File: src/rtl/instr_fetch_aligner_pkg.sv
// Shared types and helpers for the instruction fetch aligner.
// The aligner turns 32-bit aligned fetches into a stream of 16/32-bit instructions.
package instr_fetch_aligner_pkg;

    localparam int HW_SLOTS = 3;
    localparam int BUF_W    = HW_SLOTS * 16;

    typedef logic [15:0] hw_t;

    // A halfword starts a compressed instruction unless its low two bits are 2'b11.
    function automatic logic is_compressed(input hw_t hw);
        return hw[1:0] != 2'b11;
    endfunction

endpackage

File: src/rtl/instr_fetch_aligner_hw_buffer.sv
// Three-slot halfword shift buffer: consumes from slot0, appends behind the survivors.
// Slots at or above the count are always kept at zero.
module instr_fetch_aligner_hw_buffer
    import instr_fetch_aligner_pkg::*;
(
    input  logic       i_clk,
    input  logic       i_rst,
    input  logic       i_flush,
    input  logic [1:0] i_consume,
    input  logic [1:0] i_append_n,
    input  hw_t        i_append_hw0,
    input  hw_t        i_append_hw1,
    output hw_t        o_hw0,
    output hw_t        o_hw1,
    output logic [1:0] o_count
);

    logic [HW_SLOTS-1:0][15:0] r_slots;
    logic [HW_SLOTS-1:0][15:0] w_slots_next;
    logic [1:0]                r_count;
    logic [1:0]                w_cnt_kept;
    logic [1:0]                w_count_next;
    logic [31:0]               w_ins;

    // Shift out consumed halfwords, then drop the appended ones in right behind the survivors.
    always_comb begin
        w_cnt_kept = r_count - i_consume;
        if (i_append_n == 2'd2) begin
            w_ins = {i_append_hw1, i_append_hw0};
        end else if (i_append_n == 2'd1) begin
            w_ins = {16'h0000, i_append_hw0};
        end else begin
            w_ins = 32'h0000_0000;
        end
        w_slots_next = (r_slots >> {i_consume, 4'b0000}) | (BUF_W'(w_ins) << {w_cnt_kept, 4'b0000});
        w_count_next = w_cnt_kept + i_append_n;
    end

    always_ff @(posedge i_clk or posedge i_rst) begin
        if (i_rst) begin
            r_slots <= '0;
            r_count <= 2'd0;
        end else if (i_flush) begin
            r_slots <= '0;
            r_count <= 2'd0;
        end else begin
            r_slots <= w_slots_next;
            r_count <= w_count_next;
        end
    end

    assign o_hw0   = r_slots[0];
    assign o_hw1   = r_slots[1];
    assign o_count = r_count;

endmodule

File: src/rtl/instr_fetch_aligner.sv
// Instruction fetch aligner: fetches aligned words, emits one 16/32-bit instruction per handshake
// with its PC, handling straddling instructions and branch/trap redirects.
module instr_fetch_aligner
    import instr_fetch_aligner_pkg::*;
#(
    parameter logic [31:0] BOOT_ADDR = 32'h0000_0000
)(
    input  logic        clk_i,
    input  logic        rst_i,
    output logic        fetch_req_o,
    output logic [31:0] fetch_addr_o,
    input  logic        fetch_gnt_i,
    input  logic        fetch_rvalid_i,
    input  logic [31:0] fetch_rdata_i,
    output logic        out_valid_o,
    input  logic        out_ready_i,
    output logic [31:0] out_instr_o,
    output logic [31:0] out_pc_o,
    output logic        out_compressed_o,
    input  logic        redirect_i,
    input  logic [31:0] redirect_pc_i
);

    hw_t         w_hw0;
    hw_t         w_hw1;
    hw_t         w_app_hw0;
    hw_t         w_app_hw1;
    logic [1:0]  w_count;
    logic [1:0]  w_consume;
    logic [1:0]  w_append_n;
    logic [1:0]  w_cnt_fire;
    logic [2:0]  w_cnt_next;
    logic        w_hw0_c;
    logic        w_fire;
    logic        w_accept;
    logic [31:0] w_redirect_pc;
    logic [31:0] r_pc;
    logic [31:0] r_addr;
    logic        r_started;
    logic        r_outstanding;
    logic        r_drop;
    logic        r_skip_lo;

    instr_fetch_aligner_hw_buffer u_buffer (
        .i_clk        (clk_i),
        .i_rst        (rst_i),
        .i_flush      (redirect_i),
        .i_consume    (w_consume),
        .i_append_n   (w_append_n),
        .i_append_hw0 (w_app_hw0),
        .i_append_hw1 (w_app_hw1),
        .o_hw0        (w_hw0),
        .o_hw1        (w_hw1),
        .o_count      (w_count)
    );

    // Output view of the buffer head, handshake decode and fetch request gating.
    always_comb begin
        w_hw0_c          = is_compressed(w_hw0);
        out_valid_o      = (w_count >= 2'd2) || ((w_count == 2'd1) && w_hw0_c);
        out_compressed_o = w_hw0_c;
        out_pc_o         = r_pc;
        fetch_addr_o     = r_addr;
        w_redirect_pc    = redirect_pc_i & 32'hFFFF_FFFE;
        if (w_hw0_c) begin
            out_instr_o = {16'h0000, w_hw0};
        end else begin
            out_instr_o = {w_hw1, w_hw0};
        end
        w_fire = out_valid_o && out_ready_i;
        if (!w_fire) begin
            w_consume = 2'd0;
        end else if (w_hw0_c) begin
            w_consume = 2'd1;
        end else begin
            w_consume = 2'd2;
        end
        w_accept = fetch_rvalid_i && !r_drop && !redirect_i;
        if (!w_accept) begin
            w_append_n = 2'd0;
            w_app_hw0  = 16'h0000;
            w_app_hw1  = 16'h0000;
        end else if (r_skip_lo) begin
            w_append_n = 2'd1;
            w_app_hw0  = fetch_rdata_i[31:16];
            w_app_hw1  = 16'h0000;
        end else begin
            w_append_n = 2'd2;
            w_app_hw0  = fetch_rdata_i[15:0];
            w_app_hw1  = fetch_rdata_i[31:16];
        end
        // Gate on the occupancy after both fire and append so a response can never overflow.
        w_cnt_fire  = w_count - w_consume;
        w_cnt_next  = {1'b0, w_cnt_fire} + {1'b0, w_append_n};
        fetch_req_o = r_started && !redirect_i && (!r_outstanding || fetch_rvalid_i)
                      && (w_cnt_next <= 3'd1);
    end

    // PC, fetch address and response bookkeeping; a redirect overrides everything else.
    always_ff @(posedge clk_i or posedge rst_i) begin
        if (rst_i) begin
            r_pc          <= BOOT_ADDR;
            r_addr        <= {BOOT_ADDR[31:2], 2'b00};
            r_started     <= 1'b0;
            r_outstanding <= 1'b0;
            r_drop        <= 1'b0;
            r_skip_lo     <= BOOT_ADDR[1];
        end else begin
            r_started <= 1'b1;
            if (redirect_i) begin
                r_pc          <= w_redirect_pc;
                r_addr        <= {w_redirect_pc[31:2], 2'b00};
                r_outstanding <= r_outstanding && !fetch_rvalid_i;
                r_drop        <= r_outstanding && !fetch_rvalid_i;
                r_skip_lo     <= w_redirect_pc[1];
            end else begin
                if (w_fire) begin
                    r_pc <= r_pc + (w_hw0_c ? 32'd2 : 32'd4);
                end
                if (fetch_req_o && fetch_gnt_i) begin
                    r_addr <= r_addr + 32'd4;
                end
                r_outstanding <= (fetch_req_o && fetch_gnt_i) || (r_outstanding && !fetch_rvalid_i);
                if (fetch_rvalid_i) begin
                    r_drop <= 1'b0;
                end
                if (w_accept) begin
                    r_skip_lo <= 1'b0;
                end
            end
        end
    end

endmodule

File: config.mk
export PLATFORM = sky130hd
export DESIGN_NAME = instr_fetch_aligner
export DESIGN_NICKNAME = d
export VERILOG_FILES = /design/src/rtl/instr_fetch_aligner_pkg.sv /design/src/rtl/instr_fetch_aligner_hw_buffer.sv /design/src/rtl/instr_fetch_aligner.sv
export SDC_FILE = /design/constraint.sdc
export NUM_CORES = 1
export LEC_CHECK = 0
export BUFFER_PORTS_ARGS = -buffer_cell sky130_fd_sc_hd__buf_4
export CAP_MARGIN = 10
export CORE_MARGIN = 2
export CORE_UTILIZATION = 35
export DETAILED_ROUTE_END_ITERATION = 16
export MAX_ROUTING_LAYER = met4
export PLACE_DENSITY = 0.64
export SLEW_MARGIN = 40
export SYNTH_ARGS = -nofsm -noshare
export SYNTH_HDL_FRONTEND = slang
export SYNTH_SLANG_ARGS = --single-unit
File: constraint.sdc
create_clock -name clk_i -period 4 [get_ports clk_i]
set_input_delay 0.2 -clock clk_i [delete_from_list [all_inputs] [get_ports clk_i]]
set_output_delay 0.2 -clock clk_i [all_outputs]
set_load 0.01 [all_outputs]
* After elaboration in Yosys (flattened, before gate mapping) *
Index checks and enable logic that the tools add are counted.

cells by class
  add/subtract/negate cells = 5
  $mul = 0
  div/mod/pow operators = 0
  magnitude comparators = 2
  equal/unequal tests = 4
  shift-type cells = 2
  muxes and demuxes = 23
  bitwise operators = 1
  reductions and logical operators = 20

operator list
  cell                   number
  $mux 32                6
  $mux 16                5
  $mux 48                1
  $or 48x48->48          1
  $shl 32x6->48          1
  $shr 48x6->48          1
  $add 32x3->32          1
  $add 32x3->32 const B  1
  $mux 2                 5
  $logic_and 1x1->1      9
  $reduce_bool 2->1      4
  $mux 1                 5
  $eq 2x1->1 const B     2
  $logic_not 1->1        4
  $add 2x2->3            1
  $le 3x1->1 const B     1
  $logic_or 1x1->1       3
  $mux 3                 1
  $add 2x2->2            1
  $eq 2x2->1 const B     1
  $ge 2x2->1 const B     1
  $ne 2x2->1 const B     1
  $sub 2x2->2            1

storage, ports and cells
  register bits after elaboration = 118
  latch bits = 0
  bits in writable memories = 0
  memory bits (read-only) = 0
  output and inout bits = 99
  memories = 0

* Depth between registers and ports, before layout *
  depth in word-level cells = 12
  mapped depth = 19
  mapped depth without buffers = 13

* By module *
Synthesis repeated with hierarchy kept, for this count alone.

second synthesis, totals
  cell total of the unflattened synthesis = 835
  area, all modules = 7472.2 um2

by module, submodules not included
  module                         times used  cells each  area each (um2)  sequential area each (um2)
  instr_fetch_aligner            1           481         4269.1           1626.6
  instr_fetch_aligner_hw_buffer  1           354         3203.1           1251.2

* Worst setup path after synthesis *
Ideal clock, no wire load.

  path kind = flip-flop to flip-flop
  from = register u_buffer.r_slots (netlist bit u_buffer.o_hw0[1])
  to = register r_addr[14], in the netlist fetch_addr_o[14]
  arrival = 4.024 ns
  required time = 3.864 ns
  slack = -0.160 ns
  stages on the path, launching flop included = 18
  clock period less this slack = 4.160 ns
  cell sequence = dfrtp_1 > buf_6 > a21bo_4 > a21o_2 > clkbuf_1 > clkbuf_1 > nor2_1 > ha_1 > and2_1 > a221oi_2 > buf_4 > inv_2 > fa_1 > nor4b_4 > nand3_1 > or4_4 > o211ai_1 > o311ai_1

between the ends
  word-level cells in the longest chain between the ends = 11
  elaborated cells on any way between the ends = 12
  those cells by class = add/sub (2); order compare (1); eq/ne (1); mux (2); reduce/logical (6)

RTL lines
  element                        RTL line                             text
  start, declared                instr_fetch_aligner_hw_buffer.sv:18  logic [HW_SLOTS-1:0][15:0] r_slots;
  start signal, assigned         instr_fetch_aligner_hw_buffer.sv:47  r_slots <= w_slots_next;
  $ne 2x2->1 *                   instr_fetch_aligner_pkg.sv:12        return hw[1:0] != 2'b11;
  $logic_and 1x1->1              instr_fetch_aligner.sv:60            out_valid_o = (w_count >= 2'd2) || ((w_count == 2'd1) && w_hw0_c);
  $logic_or 1x1->1               instr_fetch_aligner.sv:60
  $logic_and 1x1->1              instr_fetch_aligner.sv:70            w_fire = out_valid_o && out_ready_i;
  $mux 2 *                       instr_fetch_aligner.sv:71            if (!w_fire) begin
  $sub 2x2->2 *                  instr_fetch_aligner.sv:93            w_cnt_fire = w_count - w_consume;
  $add 2x2->3 *                  instr_fetch_aligner.sv:94            w_cnt_next = {1'b0, w_cnt_fire} + {1'b0, w_append_n};
  $le 3x1->1 *                   instr_fetch_aligner.sv:96            && (w_cnt_next <= 3'd1);
  $logic_and 1x1->1 *            instr_fetch_aligner.sv:96
  $logic_and 1x1->1 *            instr_fetch_aligner.sv:120           if (fetch_req_o && fetch_gnt_i) begin
  $reduce_bool 2->1 (no line) *  --
  end signal, assigned           instr_fetch_aligner.sv:103           r_addr <= {BOOT_ADDR[31:2], 2'b00};
  end signal, assigned           instr_fetch_aligner.sv:112           r_addr <= {w_redirect_pc[31:2], 2'b00};
  end signal, assigned           instr_fetch_aligner.sv:121           r_addr <= r_addr + 32'd4;
  end, declared                  instr_fetch_aligner.sv:38            logic [31:0] r_addr;

Mark *: on every way between the ends. The rest lies on a longest branch, timed or not.
A chain may end at the register's enable or synchronous reset.

* Worst setup path after layout *
Ends and elaborated chain as after synthesis.

==> results.toml <==
[min_path]
hold-path-endpoint = "fetch_addr_o[24]$_DFFE_PP0P_"
hold_depth = 3
hold_path.startpoint = "redirect_pc_i[24]"
hp-class = "input pin to flop"

[place]
place_congestion = 0.848
dpl_cell_area_um2 = 8210
pre_cts_ws_ps = 303
place.port_buffers = 164
dp_cells = 1153
place_hpwl_um = 14700

[critical_path]
critPathMaxFanout = 5
reg2reg_depth = 13
worst_path_max_delay_cell = "or4_4"
critical_path_class = "flop to flop"
cp-end-kind = "flop"
worst_ep_required_time_ps = 4280
reg2reg_slack_ps = 320
cp-start-kind = "flop"
cp.buffers_inverters = 1
arrival_ps = 3960
r2r-end = "fetch_addr_o[14]$_DFFE_PP0P_"
r2r_start = "u_buffer.o_hw0[1]$_DFF_PP0_"
crit_path_cell_trace = "a21bo_4 > a21o_2 > nor2_1 > ha_1 > nor2b_1 > a221oi_2 > inv_2 > fa_1 > nor4b_4 > nand3_2 > or4_4 > o211ai_1 > o311ai_1"
cp_slowest_stage_delay_ps = 580
cp_top_family = "simple AND/OR/NAND/NOR gates"

[die]
core-area_um2 = 19300
die-area_um2 = 20700
die_y_um = 144
row_count = 51
die_x_um = 144
start_util_pct = 35.5
io_pins = 169

[synthesis]
synth_compound_area_share_pct = 18.3
synth_fa_ha_area_share_pct = 1.49
synth_area_leader_cell = "dfrtp_1"
synth_top_family_by_area = "simple AND/OR/NAND/NOR gates"
synth_edf_count = 0
ys.flop_type = "dfrtp_1"
synth-seq-cells = 115
syn_area_um2 = 6860
synth_xor_area_share_pct = 4.08
synthArstFlopShare_pct = 100
synth_simple_gate_area_share_pct = 23.2
synth.most_common_cell = "dfrtp_1"
syn_inst = 775
ys_top_cells_by_area = "dfrtp_1 (42%), a21oi_1 (5.7%), nand2_1 (5.1%)"
ys.warnings.count = 0
synth_top_area_share_pct = 41.9
synth_cell_types = 62
ys_seq_area_share_pct = 41.9
synth_common_cells = "dfrtp_1 (115), nand2_1 (93), a21oi_1 (78)"
synth_mux_area_share_pct = 4.07
syn_area_per_cell_um2 = 8.86

[detailed_routing]
drc = 0
dr.pass1.iters = 5
vias_per_cell = 5.57
ant_nets = 0
avgRoutedWirePerCell_um = 18.3
drt_iter0_markers = 588
num_vias = 6615
finalWirelength_um = 21700

[finish]
final_core_util_pct = 45.7
final_layout_size_suffix_gt1_share_pct = 26.9
insertedDiodeCount = 0
finalInstanceArea_um2 = 8830
fin_cells = 1187
nNetsFinal = 986
area_delta_synth_final_pct = 28.7

[timing]
setup_viol = 0
tightest_slew_ps = 788
fin_crit_sh_pct = 91.9
fin_setup_tns_ps = 0
max_slew_margin_pct = 47.3
setup_slack_ps = 323
hold_viol_final = 0
finalMaxSlewViolations = 0
fin_skew_ps = 9.76
max_freq_ghz = 0.272
fin_crit_ps = 3680
hold_ws_ps = 15.1
rsz0062_at_grt = "false"

[power]
ir_worst_vdd_v = 0.000467
leakagePower_nw = 3.83
p_total_mw = 4.60
pwr_density_cell_nw_per_um2 = 521

[grt]
grt_pass1_vias = 6224
grt_max_degree = 79
grt-ovfl-total = 0
grtUsageTotal_pct = 21.7
grt_pass1_wl_um = 34000
antenna_found_initial = 0

[cts]
numCtsBuffers = 17
root_buffer = "clkbuf_16"
cts_sinks = 115
cts_tree = "built"
clk_path_buf_depth = 2
htree_num_levels = 4
clk_latency_ps = 420
clk_pin_slew_ps = 60

[outcome]
status = "finished clean"

[job]
drv_cap = 0
## cells by family after synthesis
| family | count (synthesis) |
|---|---|
| and+or+nand+nor | 311 |
| adders and majority gates | 7 |
| other | 2 |
| DFF | 115 |
| buffers and inverters | 92 |
| muxes | 27 |
| AOI/OAI and AO/OA | 189 |
| xor gates and xnor gates | 32 |
## timing repair
action / CTS / global route
buffers inserted: 0 / 0
hold buffers: 2 / 0
endpoints found under the setup margin: 0 / 2
gates resized for setup: 0 / 1
endpoints found under the hold margin: 77 / 0
## metal layers
metal	GRT usage, %	wire (um)	vias to the layer above
met1	30.0	9730	3189
met2	32.3	9770	341
met3	4.77	1970	24
met5	-	0	-
li1	-	-	3061
met4	5.88	261	0
## cells in the final DEF, fill, tap and decap left out, types with 13 or more instances in the layout
master / instances
buf_4: 187
dfrtp_1: 115
nand2_1: 93
a21oi_1: 78
nand3_1: 60
nor2_1: 51
o21ai_0: 24
xor2_1: 21
nand4_1: 21
and3_1: 20
mux2i_1: 20
clkbuf_16: 17
a221o_1: 15
inv_1: 13
a31oi_1: 13
## worst min-delay path, stage by stage
cell and delay, ps:
buf_4 100, a32oi_1 50, nand2_1 60
## cell type report
type | instances | area, um2
Timing Repair Buffer | 189 | 1420
Clock inverter | 9 | 129
Inverter | 16 | 67.6
Multi-Input combinational cell | 570 | 3540
Fill cell | 1900 | 10500
Clock buffer | 23 | 468
Sequential cell | 115 | 2880
Tap cell | 265 | 332
## power breakdown
| part | switching [mW] | total [mW] | leakage (nW) | internal [mW] |
|---|---|---|---|---|
| combinational | 0.910 | 1.49 | 2.09 | 0.581 |
| sequential | 0.194 | 1.55 | 1.45 | 1.35 |
| clock | 0.553 | 1.56 | 0.287 | 1.01 |
| total | 1.66 | 4.60 | 3.83 | 2.94 |
## registers in the layout, indices dropped and copies added, names as in the netlist
signal	flops
out_pc_o	31
u_buffer.o_hw0	16
r_outstanding	1
u_buffer.o_count	2
u_buffer.r_slots	16
r_skip_lo	1
fetch_addr_o	30
u_buffer.o_hw1	16
r_drop	1
r_started	1
## worst max-delay path by stage
| stage | endpoint | startpoint | depth (start not counted) | slack, ps |
|---|---|---|---|---|
| 2_1_floorplan | fetch_addr_o[14]$_DFFE_PP0P_ | u_buffer.o_hw0[1]$_DFF_PP0_ | 17 | 9 |
| 3_3_place_gp | fetch_addr_o[14]$_DFFE_PP0P_ | u_buffer.o_hw0[1]$_DFF_PP0_ | 13 | 370 |
| 3_5_place_dp | fetch_addr_o[14]$_DFFE_PP0P_ | u_buffer.o_hw0[1]$_DFF_PP0_ | 13 | 300 |
| 4_1_cts | fetch_addr_o[14]$_DFFE_PP0P_ | u_buffer.o_hw0[1]$_DFF_PP0_ | 13 | 300 |
| 5_1_grt | fetch_addr_o[14]$_DFFE_PP0P_ | u_buffer.o_hw0[1]$_DFF_PP0_ | 13 | 40 |
| 6_report | fetch_addr_o[14]$_DFFE_PP0P_ | u_buffer.o_hw0[1]$_DFF_PP0_ | 13 | 320 |
No activity file was read; power rests on OpenSTA's default activity.
